`src/rtl/sleep_ctrl.sv`:
```
// Core sleep controller: drains the bus, gates the core clock and sequences wake-up.
// Optional macro SLEEP_CTRL_IRQ_SYNC_EN adds a two-flop synchronizer on i_ext_irq.
module sleep_ctrl #(
  parameter int WAKE_DELAY    = 4,
  parameter int DRAIN_TIMEOUT = 16
) (
  input  logic        i_clk,
  input  logic        i_rst,
  input  logic        i_sleep_req,
  input  logic        i_wakeup_req,
  input  logic        i_ext_irq,
  input  logic        i_bus_busy,
  output logic        o_clk_en,
  output logic        o_sleeping,
  output logic        o_sleep_abort,
  output logic [1:0]  o_wake_cause,
  output logic [15:0] o_sleep_cycles
);

  typedef enum logic [1:0] {RUN, DRAIN, GATED, WAKE} state_t;

  localparam logic [7:0] DRAIN_INIT = 8'(DRAIN_TIMEOUT);
  localparam logic [3:0] WAKE_INIT  = 4'(WAKE_DELAY - 1);

  state_t      state_reg, state_next;
  logic [7:0]  drain_cnt_reg, drain_cnt_next;
  logic [3:0]  wake_cnt_reg, wake_cnt_next;
  logic [1:0]  cause_next;
  logic [15:0] cycles_next;
  logic        abort_next;
  logic        irq;
  logic        wk;
  logic [1:0]  wk_cause;

`ifdef SLEEP_CTRL_IRQ_SYNC_EN
  logic [1:0] irq_sync_reg;

  always_ff @(posedge i_clk) begin
    if (i_rst) irq_sync_reg <= 2'b00;
    else       irq_sync_reg <= {irq_sync_reg[0], i_ext_irq};
  end

  assign irq = irq_sync_reg[1];
`else
  assign irq = i_ext_irq;
`endif

  assign wk       = i_wakeup_req | irq;
  assign wk_cause = {irq, i_wakeup_req};

  always_comb begin
    state_next     = state_reg;
    drain_cnt_next = drain_cnt_reg;
    wake_cnt_next  = wake_cnt_reg;
    cause_next     = o_wake_cause;
    cycles_next    = o_sleep_cycles;
    abort_next     = 1'b0;
    case (state_reg)
      RUN: begin
        if (i_sleep_req && !wk) begin
          state_next     = DRAIN;
          cause_next     = 2'b00;
          drain_cnt_next = DRAIN_INIT;
        end
      end
      DRAIN: begin
        // A wake event wins over bus idle: abandon the attempt.
        if (wk) begin
          state_next = RUN;
          abort_next = 1'b1;
          cause_next = o_wake_cause | wk_cause;
        end else if (!i_bus_busy) begin
          state_next  = GATED;
          cycles_next = 16'd1;
        end else if (drain_cnt_reg <= 8'd1) begin
          state_next = RUN;
          abort_next = 1'b1;
        end else begin
          drain_cnt_next = drain_cnt_reg - 8'd1;
        end
      end
      GATED: begin
        if (wk) begin
          state_next    = WAKE;
          cause_next    = o_wake_cause | wk_cause;
          wake_cnt_next = WAKE_INIT;
        end else if (o_sleep_cycles != 16'hFFFF) begin
          cycles_next = o_sleep_cycles + 16'd1;
        end
      end
      WAKE: begin
        cause_next = o_wake_cause | wk_cause;
        if (wake_cnt_reg == 4'd0) state_next = RUN;
        else                      wake_cnt_next = wake_cnt_reg - 4'd1;
      end
      default: state_next = RUN;
    endcase
  end

  always_ff @(posedge i_clk) begin
    if (i_rst) begin
      state_reg      <= RUN;
      drain_cnt_reg  <= '0;
      wake_cnt_reg   <= '0;
      o_clk_en       <= 1'b1;
      o_sleeping     <= 1'b0;
      o_sleep_abort  <= 1'b0;
      o_wake_cause   <= 2'b00;
      o_sleep_cycles <= '0;
    end else begin
      state_reg      <= state_next;
      drain_cnt_reg  <= drain_cnt_next;
      wake_cnt_reg   <= wake_cnt_next;
      o_clk_en       <= !(state_next == GATED || state_next == WAKE);
      o_sleeping     <= (state_next == GATED || state_next == WAKE);
      o_sleep_abort  <= abort_next;
      o_wake_cause   <= cause_next;
      o_sleep_cycles <= cycles_next;
    end
  end

endmodule

```
`config.mk`:
```
export PLATFORM = sky130hd
export DESIGN_NAME = sleep_ctrl
export DESIGN_NICKNAME = d
export VERILOG_FILES = /design/src/rtl/sleep_ctrl.sv
export SDC_FILE = /design/constraint.sdc
export NUM_CORES = 1
export LEC_CHECK = 0
export CORE_MARGIN = 8
export CORE_UTILIZATION = 46
export CTS_CLUSTER_DIAMETER = 150
export DETAILED_ROUTE_END_ITERATION = 12
export PLACE_DENSITY = 0.68
export RECOVER_POWER = 100
export REMOVE_ABC_BUFFERS = 1
export SETUP_SLACK_MARGIN = 0.05
export SYNTH_ARGS = -nofsm -noshare
export SYNTH_HDL_FRONTEND = slang
export SYNTH_SLANG_ARGS = --single-unit
```
`constraint.sdc`:
```
create_clock -name i_clk -period 3 [get_ports i_clk]
set_input_delay 0.45 -clock i_clk [delete_from_list [all_inputs] [get_ports i_clk]]
set_output_delay 0.45 -clock i_clk [all_outputs]
set_load 0.01 [all_outputs]
```
Word level (Yosys, flattened, before mapping). Cells that the tools add are included.

Bits in registers: 35. Input bits: 6. Output and inout port bits: 21. Logic and storage cells: 72.

$add $sub $neg: 3. Order comparisons: 1. Equal/unequal tests: 16. Multiplexer cells: 26. Bitwise logic cells: 3. Reductions and logical operators: 15.

Operators with widths (number): 16-bit two-way mux (4); 8-bit two-way mux (4); 16-bit case mux with 2 select lines (1); 2-bit != test (second input constant) (9); 16-bit by 1-bit adder with 16-bit output (second input constant) (1); 2-bit two-way mux (8); 16-bit != test (second input constant) (1); 8-bit case mux with 2 select lines (1); 5-bit AND reduction (2); 2-bit equality test (second input constant) (4); 8-bit by 1-bit <= comparator with 1-bit output (second input constant) (1); 4-bit two-way mux (2); 2-bit case mux with 4 select lines (1); 4-bit case mux with 2 select lines (1); 8-bit by 1-bit subtractor with 8-bit output (second input constant) (1); 2-bit case mux with 3 select lines (1); 2-bit nonzero test (3); 4-bit logical NOT (1); 2-bit OR reduction (2); 4-bit by 1-bit subtractor with 4-bit output (second input constant) (1); 1-bit two-way mux (3); 3-bit AND reduction (1); 2-bit by 1-bit equality test with 1-bit output (second input constant) (1); 1-bit logical NOT (2); 8 further kinds (8).

Logic depth before layout (Yosys ltp). Gate-level depths: netlist (run 1).

Depth after elaboration: 8. Gate-level depth with buffers: 8.

Worst setup path after synthesis (run 1). OpenSTA, ideal clock, no wires.

Path type: reg2reg. Start: register o_sleeping (netlist name). End: register o_sleep_cycles[11]. Setup time: 123 ps. Data arrival time: 2184 ps. Setup slack: 692 ps. Cell stages (with the launch flop): 8. Path buffers: 0. Period minus slack after synthesis: 2308 ps. Cell sequence: dfxtp_1 inv_1 ha_1 a211o_1 or4_4 nor2_4 nand4_1 mux2_1.

RTL lines: end signal: assignment (RTL line 118) `o_sleep_cycles <= cycles_next;`; end: declaration (RTL line 17) `output logic [15:0] o_sleep_cycles`.

==> results of run 1 <==
[report_power, final]
part	leakage, nW	internal, mW	switching, mW
Sequential	0.275	0.460	0.00829
Clock	0.0482	0.185	0.161
Combinational	0.557	0.0394	0.0489
[worst min path at each step]
stage	from	slack, ns	to	cells after the start
floorplan	drain_cnt_reg[1]$_SDFFE_PP0P_	0.45	drain_cnt_reg[1]$_SDFFE_PP0P_	2
global placement	o_wake_cause[1]$_SDFFE_PP0P_	0.45	o_wake_cause[1]$_SDFFE_PP0P_	1
detailed placement	o_wake_cause[1]$_SDFFE_PP0P_	0.45	o_wake_cause[1]$_SDFFE_PP0P_	1
CTS	o_wake_cause[1]$_SDFFE_PP0P_	0.47	o_wake_cause[1]$_SDFFE_PP0P_	1
global route	o_wake_cause[1]$_SDFFE_PP0P_	0.49	o_wake_cause[1]$_SDFFE_PP0P_	1
finish	o_wake_cause[1]$_SDFFE_PP0P_	0.46	o_wake_cause[1]$_SDFFE_PP0P_	1
[layout make-up]
cell class | instances | area (µm²)
clock inverters | 1 | 5.00
fillers | 373 | 1690
well taps | 50 | 62.6
clock buffers | 7 | 86.3
repair buffers | 30 | 290
inverters | 14 | 52.6
multi-input cells | 170 | 1140
flip-flops and latches | 34 | 681
[per-layer routing]
metal,vias to the layer above,GRT usage,routed length [µm]
li1,871,-,-
met1,779,0.162,1940
met2,38,0.225,1920
met3,4,0.0502,280
met4,0,0.0364,27
met5,-,0,0
[critical path, delay by kind of cell, from the launching register on]
family                     cells  cell delay, ns
buffers and inverters          1            0.12
DFF                            1            0.43
AOI/OAI and AO/OA              1            0.41
muxes                          1            0.32
adders and majority gates      1            0.35
and+or+nand+nor                3            0.89
[per-stage QoR]
step	hold WS (ns)	cell area (µm²)	setup WS, ns
floorplan	0.452	1890	0.292
global placement	0.447	2250	0.434
detailed placement	0.452	2250	0.398
CTS	0.469	2340	0.445
global route	0.487	2310	0.192
finish	0.457	2310	0.352
[kinds of logic after synthesis]
group,after synthesis
AO/OA/AOI/OAI,55
XOR/XNOR,14
adder cells (fa/ha/maj),9
buffers and inverters,20
flip-flops,34
multiplexers,3
AND/OR/NAND/NOR,89
[synth_stat cells (4+ instances only)]
master and count:
dfxtp_1 34, nor2_1 23, nand2_1 16, inv_1 14
a21oi_1 10, ha_1 9, xor2_1 8, nand3_1 7
nor3_1 6, o2111ai_1 6, o21a_1 6, o21ai_0 6
xnor2_1 6, clkbuf_1 5, nor2b_1 5, a21o_1 4
a31oi_1 4
==> impl_metrics.py, run 1 <==
metrics = {
    "status": {
        "status": "finished clean",
    },
    "yosys": {
        "synth_edf_count": 0,
        "avgSynthCellArea_um2": 8.55,
        "yosys.area_share.simple": 0.259,
        "synth_seq_cells": 34,
        "ys_async_sr_fraction": 0,
        "synth_top_cell_by_area": "dfxtp_1",
        "yosysTopAreaCellShare": 0.355,
        "synth-xor-area-share": 0.0640,
        "synth-main-ff-cell": "dfxtp_1",
        "synth-compound-area-share": 0.207,
        "muxShareOfSynthArea": 0.0163,
        "synth_top_family_by_area": "simple AND/OR/NAND/NOR gates",
        "ys_warn_count": 0,
        "ys_types": 52,
        "synthCells": 224,
        "seq_area_frac_synth": 0.355,
        "synth_area_um2": 1920,
        "synth_top_cells_by_area": "dfxtp_1 36%, ha_1 5.9%, nor2_1 4.5%",
        "synthAdderAreaFrac": 0.0588,
    },
    "floorplan": {
        "core_um2": 4000,
        "die_area_um2": 6490,
        "dieHeight_um": 80.5,
        "ios": 27,
        "start_util": 0.479,
        "row_count": 23,
        "die_w_um": 80.5,
    },
    "setup_path": {
        "cp.required_ns": 3.16,
        "cpMaxStageDelayCell": "or4_1",
        "cp_slowest_stage_delay_ns": 0.62,
        "r2r-end": "o_sleep_cycles[11]$_SDFFE_PP0P_",
        "cp_cell_sequence": "inv_1 > ha_1 > a211o_1 > or4_1 > nor2_4 > nand4_1 > mux2_1",
        "startpoint": "o_sleeping$_SDFF_PP0_",
        "r2r_slack_ns": 0.35,
        "critical_path_class": "reg -> reg",
        "critPathLaunchType": "flop",
        "worstReg2RegStart": "o_sleeping$_SDFF_PP0_",
        "setup.worst_path.end_class": "flop",
        "reg2regPathDepth": 7,
        "setup.worst_path.end": "o_sleep_cycles[11]$_SDFFE_PP0P_",
        "arrival_ns": 2.81,
        "path_max_fanout": 13,
    },
    "timing": {
        "rsz0062_at_grt": "false",
        "maxSlewHeadroom": 0.632,
        "drv_slew": 0,
        "worst-slew-pin-transition_ns": 0.538,
        "clock.fmax_mhz": 378,
        "setup_violations": 0,
        "finalSetupTns_ns": 0,
        "hold_viol": 0,
        "fin_crit_ns": 2.65,
        "fin_crit_sh": 0.883,
        "skew_ns": 0.0110,
    },
    "cts": {
        "clk_pin_slew_ns": 0.07,
        "cts_buffer_depth": 2,
        "cts_tree": "built",
        "cts_resized": 0,
        "clock_sinks": 34,
        "postCtsHoldBufs": 0,
        "cts_max_level": 2,
        "cts_inserted_buffers": 5,
        "cts-root-buf": "clkbuf_8",
        "post_cts_buffers": 0,
        "clock_latency_ns": 0.28,
    },
    "routing": {
        "drt_wl_total_um": 4170,
        "drcViolationCount": 0,
        "viasPerCell": 5.53,
        "drt_iter0_drc": 84,
        "vias": 1692,
        "firstDrtPassIters": 4,
        "final_antenna_net_count": 0,
        "drt-wirelength-per-cell_um": 13.6,
    },
    "finish": {
        "post-route-util": 0.578,
        "instances_no_fill": 306,
        "area_delta_synth_final_pct": 20.8,
        "largest_reg_flops": 16,
        "fin_nets": 270,
        "layout_commonest_cell": "dfxtp_1",
        "layout_common_cells": "34 x dfxtp_1, 23 x nor2_1, 22 x dlygate4sd3_1, 16 x nand2_1, 14 x inv_1",
        "diodes": 0,
        "layout-drive-gt1-share": 0.0664,
    },
    "place": {
        "globalplace.congestion": 0.817,
        "portBuffers": 26,
        "hpwlAfterDp_um": 3160,
        "dp.cells": 298,
    },
    "global_route": {
        "antenna_found_initial": 0,
        "grt_start_max_net_pins": 15,
        "grt_pass1_wl_um": 7230,
        "track_usage": 0.137,
        "grt_pass1_vias": 1619,
        "grt_remaining_overflow": 0,
    },
    "power_and_ir_drop": {
        "peakVddDrop_v": 0.000189,
        "p_leak_nw": 0.880,
        "p_per_area_nw_per_um2": 390,
        "finalPower_mw": 0.902,
    },
    "hold_path": {
        "hold_path_class": "reg -> reg",
    },
    "flow_run": {
        "cap_violations": 0,
    },
}
No activity file was read; power rests on OpenSTA's default activity.
==> run 2: changes to the inputs <==
--- a/config.mk
+++ b/config.mk
@@ -5,11 +5,14 @@
 export SDC_FILE = /design/constraint.sdc
 export NUM_CORES = 1
 export LEC_CHECK = 0
+export CELL_PAD_IN_SITES_DETAIL_PLACEMENT = 1
+export CELL_PAD_IN_SITES_GLOBAL_PLACEMENT = 2
 export CORE_MARGIN = 8
-export CORE_UTILIZATION = 46
+export CORE_UTILIZATION = 32
 export CTS_CLUSTER_DIAMETER = 150
+export CTS_CLUSTER_SIZE = 28
 export DETAILED_ROUTE_END_ITERATION = 12
-export PLACE_DENSITY = 0.68
+export PLACE_DENSITY = 0.77
 export RECOVER_POWER = 100
 export REMOVE_ABC_BUFFERS = 1
 export SETUP_SLACK_MARGIN = 0.05
==> impl_metrics.py, run 2 (synthesized netlist as in run 1, its figures left out) <==
metrics = {
    "routing": {
        "drcViolationCount": 0,
        "drt-wirelength-per-cell_um": 15.1,
        "vias": 1727,
        "final_antenna_net_count": 0,
        "drt_wl_total_um": 4970,
        "viasPerCell": 5.23,
        "firstDrtPassIters": 4,
        "drt_iter0_drc": 61,
    },
    "finish": {
        "layout_commonest_cell": "dfxtp_1",
        "largest_reg_flops": 16,
        "layout_common_cells": "34 x dfxtp_1, 24 x nor2_1, 22 x dlygate4sd3_1, 16 x nand2_1, 14 x inv_1",
        "instances_no_fill": 330,
        "post-route-util": 0.399,
        "layout-drive-gt1-share": 0.0588,
        "area_delta_synth_final_pct": 21.8,
        "diodes": 0,
        "fin_nets": 269,
    },
    "power_and_ir_drop": {
        "peakVddDrop_v": 0.000186,
        "share_comb_of_total_power": 0.098,
        "p_int_mw": 0.682,
        "clkPwrFrac": 0.390,
        "p_per_area_nw_per_um2": 392,
        "switching_share": 0.254,
        "p_sw_mw": 0.233,
        "p_leak_nw": 0.872,
        "p_seq_frac": 0.512,
    },
    "cts": {
        "cts_tree": "built",
        "cts_buffer_depth": 2,
        "cts_resized": 0,
        "cts-root-buf": "clkbuf_8",
        "postCtsHoldBufs": 0,
        "cts_inserted_buffers": 5,
        "post_cts_buffers": 0,
        "clk_pin_slew_ns": 0.07,
        "cts_max_level": 2,
        "clock_sinks": 34,
        "clock_latency_ns": 0.28,
    },
    "timing": {
        "maxSlewHeadroom": 0.485,
        "skew_ns": 0.00376,
        "fin_crit_sh": 0.888,
        "fin_crit_ns": 2.66,
        "setup_violations": 0,
        "hold_viol": 0,
        "worst-slew-pin-transition_ns": 0.767,
        "setup_slack_ns": 0.336,
        "rsz0062_at_grt": "false",
        "finalSetupTns_ns": 0,
        "drv_slew": 0,
        "clock.fmax_mhz": 375,
    },
    "setup_path": {
        "setup.worst_path.end_class": "flop",
        "arrival_ns": 2.84,
        "critPathLaunchType": "flop",
        "cp.required_ns": 3.17,
        "path_max_fanout": 13,
        "critical_path_class": "reg -> reg",
    },
    "global_route": {
        "antenna_found_initial": 0,
        "grt_pass1_wl_um": 8550,
        "grt_start_max_net_pins": 14,
        "track_usage": 0.122,
        "grt_pass1_vias": 1763,
        "grt_remaining_overflow": 0,
    },
    "floorplan": {
        "die_area_um2": 8720,
        "core_um2": 5850,
        "row_count": 28,
        "die_w_um": 93.4,
        "start_util": 0.327,
        "dieHeight_um": 93.4,
        "ios": 27,
    },
    "flow_run": {
        "cap_violations": 0,
    },
    "place": {
        "globalplace.congestion": 0.742,
        "portBuffers": 26,
        "dp.cells": 322,
        "pre_cts_slack_ns": 0.381,
        "hpwlAfterDp_um": 3790,
    },
    "status": {
        "status": "finished clean",
    },
    "hold_path": {
        "hold_path_class": "reg -> reg",
    },
}
==> run 2: layout make-up <==
type	instances	area, µm²
Clock buffer	7	86.3
Clock inverter	1	5.00
Fill cell	712	3520
Inverter	14	52.6
Multi-Input combinational cell	170	1130
Sequential cell	34	681
Tap cell	75	93.8
Timing Repair Buffer	29	280
==> run 2: critical path, stage by stage, from the launching register on <==
cell	delay (ns)
dfxtp_1	0.43
inv_1	0.12
ha_1	0.36
a211o_1	0.41
or4_1	0.63
nor2_4	0.17
nand4_1	0.11
mux2_1	0.32
==> run 2: final timing paths <==
check	cells after the start	slack, ns	startpoint	endpoint
hold reg to reg	1	0.47	o_wake_cause[1]$_SDFFE_PP0P_	o_wake_cause[1]$_SDFFE_PP0P_
setup / recovery	7	0.34	o_sleeping$_SDFF_PP0_	o_sleep_cycles[11]$_SDFFE_PP0P_
setup reg to reg	7	0.34	o_sleeping$_SDFF_PP0_	o_sleep_cycles[11]$_SDFFE_PP0P_
hold / removal	1	0.47	o_wake_cause[1]$_SDFFE_PP0P_	o_wake_cause[1]$_SDFFE_PP0P_
==> run 2: per-stage QoR <==
| stage | total power, mW | area (µm²) | hold WS [ns] |
|---|---|---|---|
| after floorplan | 0.540 | 1890 | 0.452 |
| after global placement | 0.577 | 2270 | 0.448 |
| after detailed placement | 0.578 | 2270 | 0.461 |
| after CTS | 0.941 | 2360 | 0.479 |
| after global routing | 0.968 | 2330 | 0.500 |
| final | 0.915 | 2330 | 0.470 |
==> run 2: metal layers <==
metal  wire length [µm]  vias to the layer above  GRT usage
met2               2270                       24      0.200
met3                175                        5     0.0345
met5                  0                        -          0
li1                   -                      874          -
met1               2480                      824      0.150
met4                 44                        0     0.0403
==> run 2: power groups by stage <==
stage | clock network [mW] | logic (mW) | registers [mW]
6_report | 0.357 | 0.0900 | 0.468
4_1_cts | 0.374 | 0.0988 | 0.469
3_5_place_dp | 0 | 0.0986 | 0.479
2_1_floorplan | 0 | 0.0623 | 0.478
5_1_grt | 0.398 | 0.101 | 0.469
3_3_place_gp | 0 | 0.0972 | 0.479
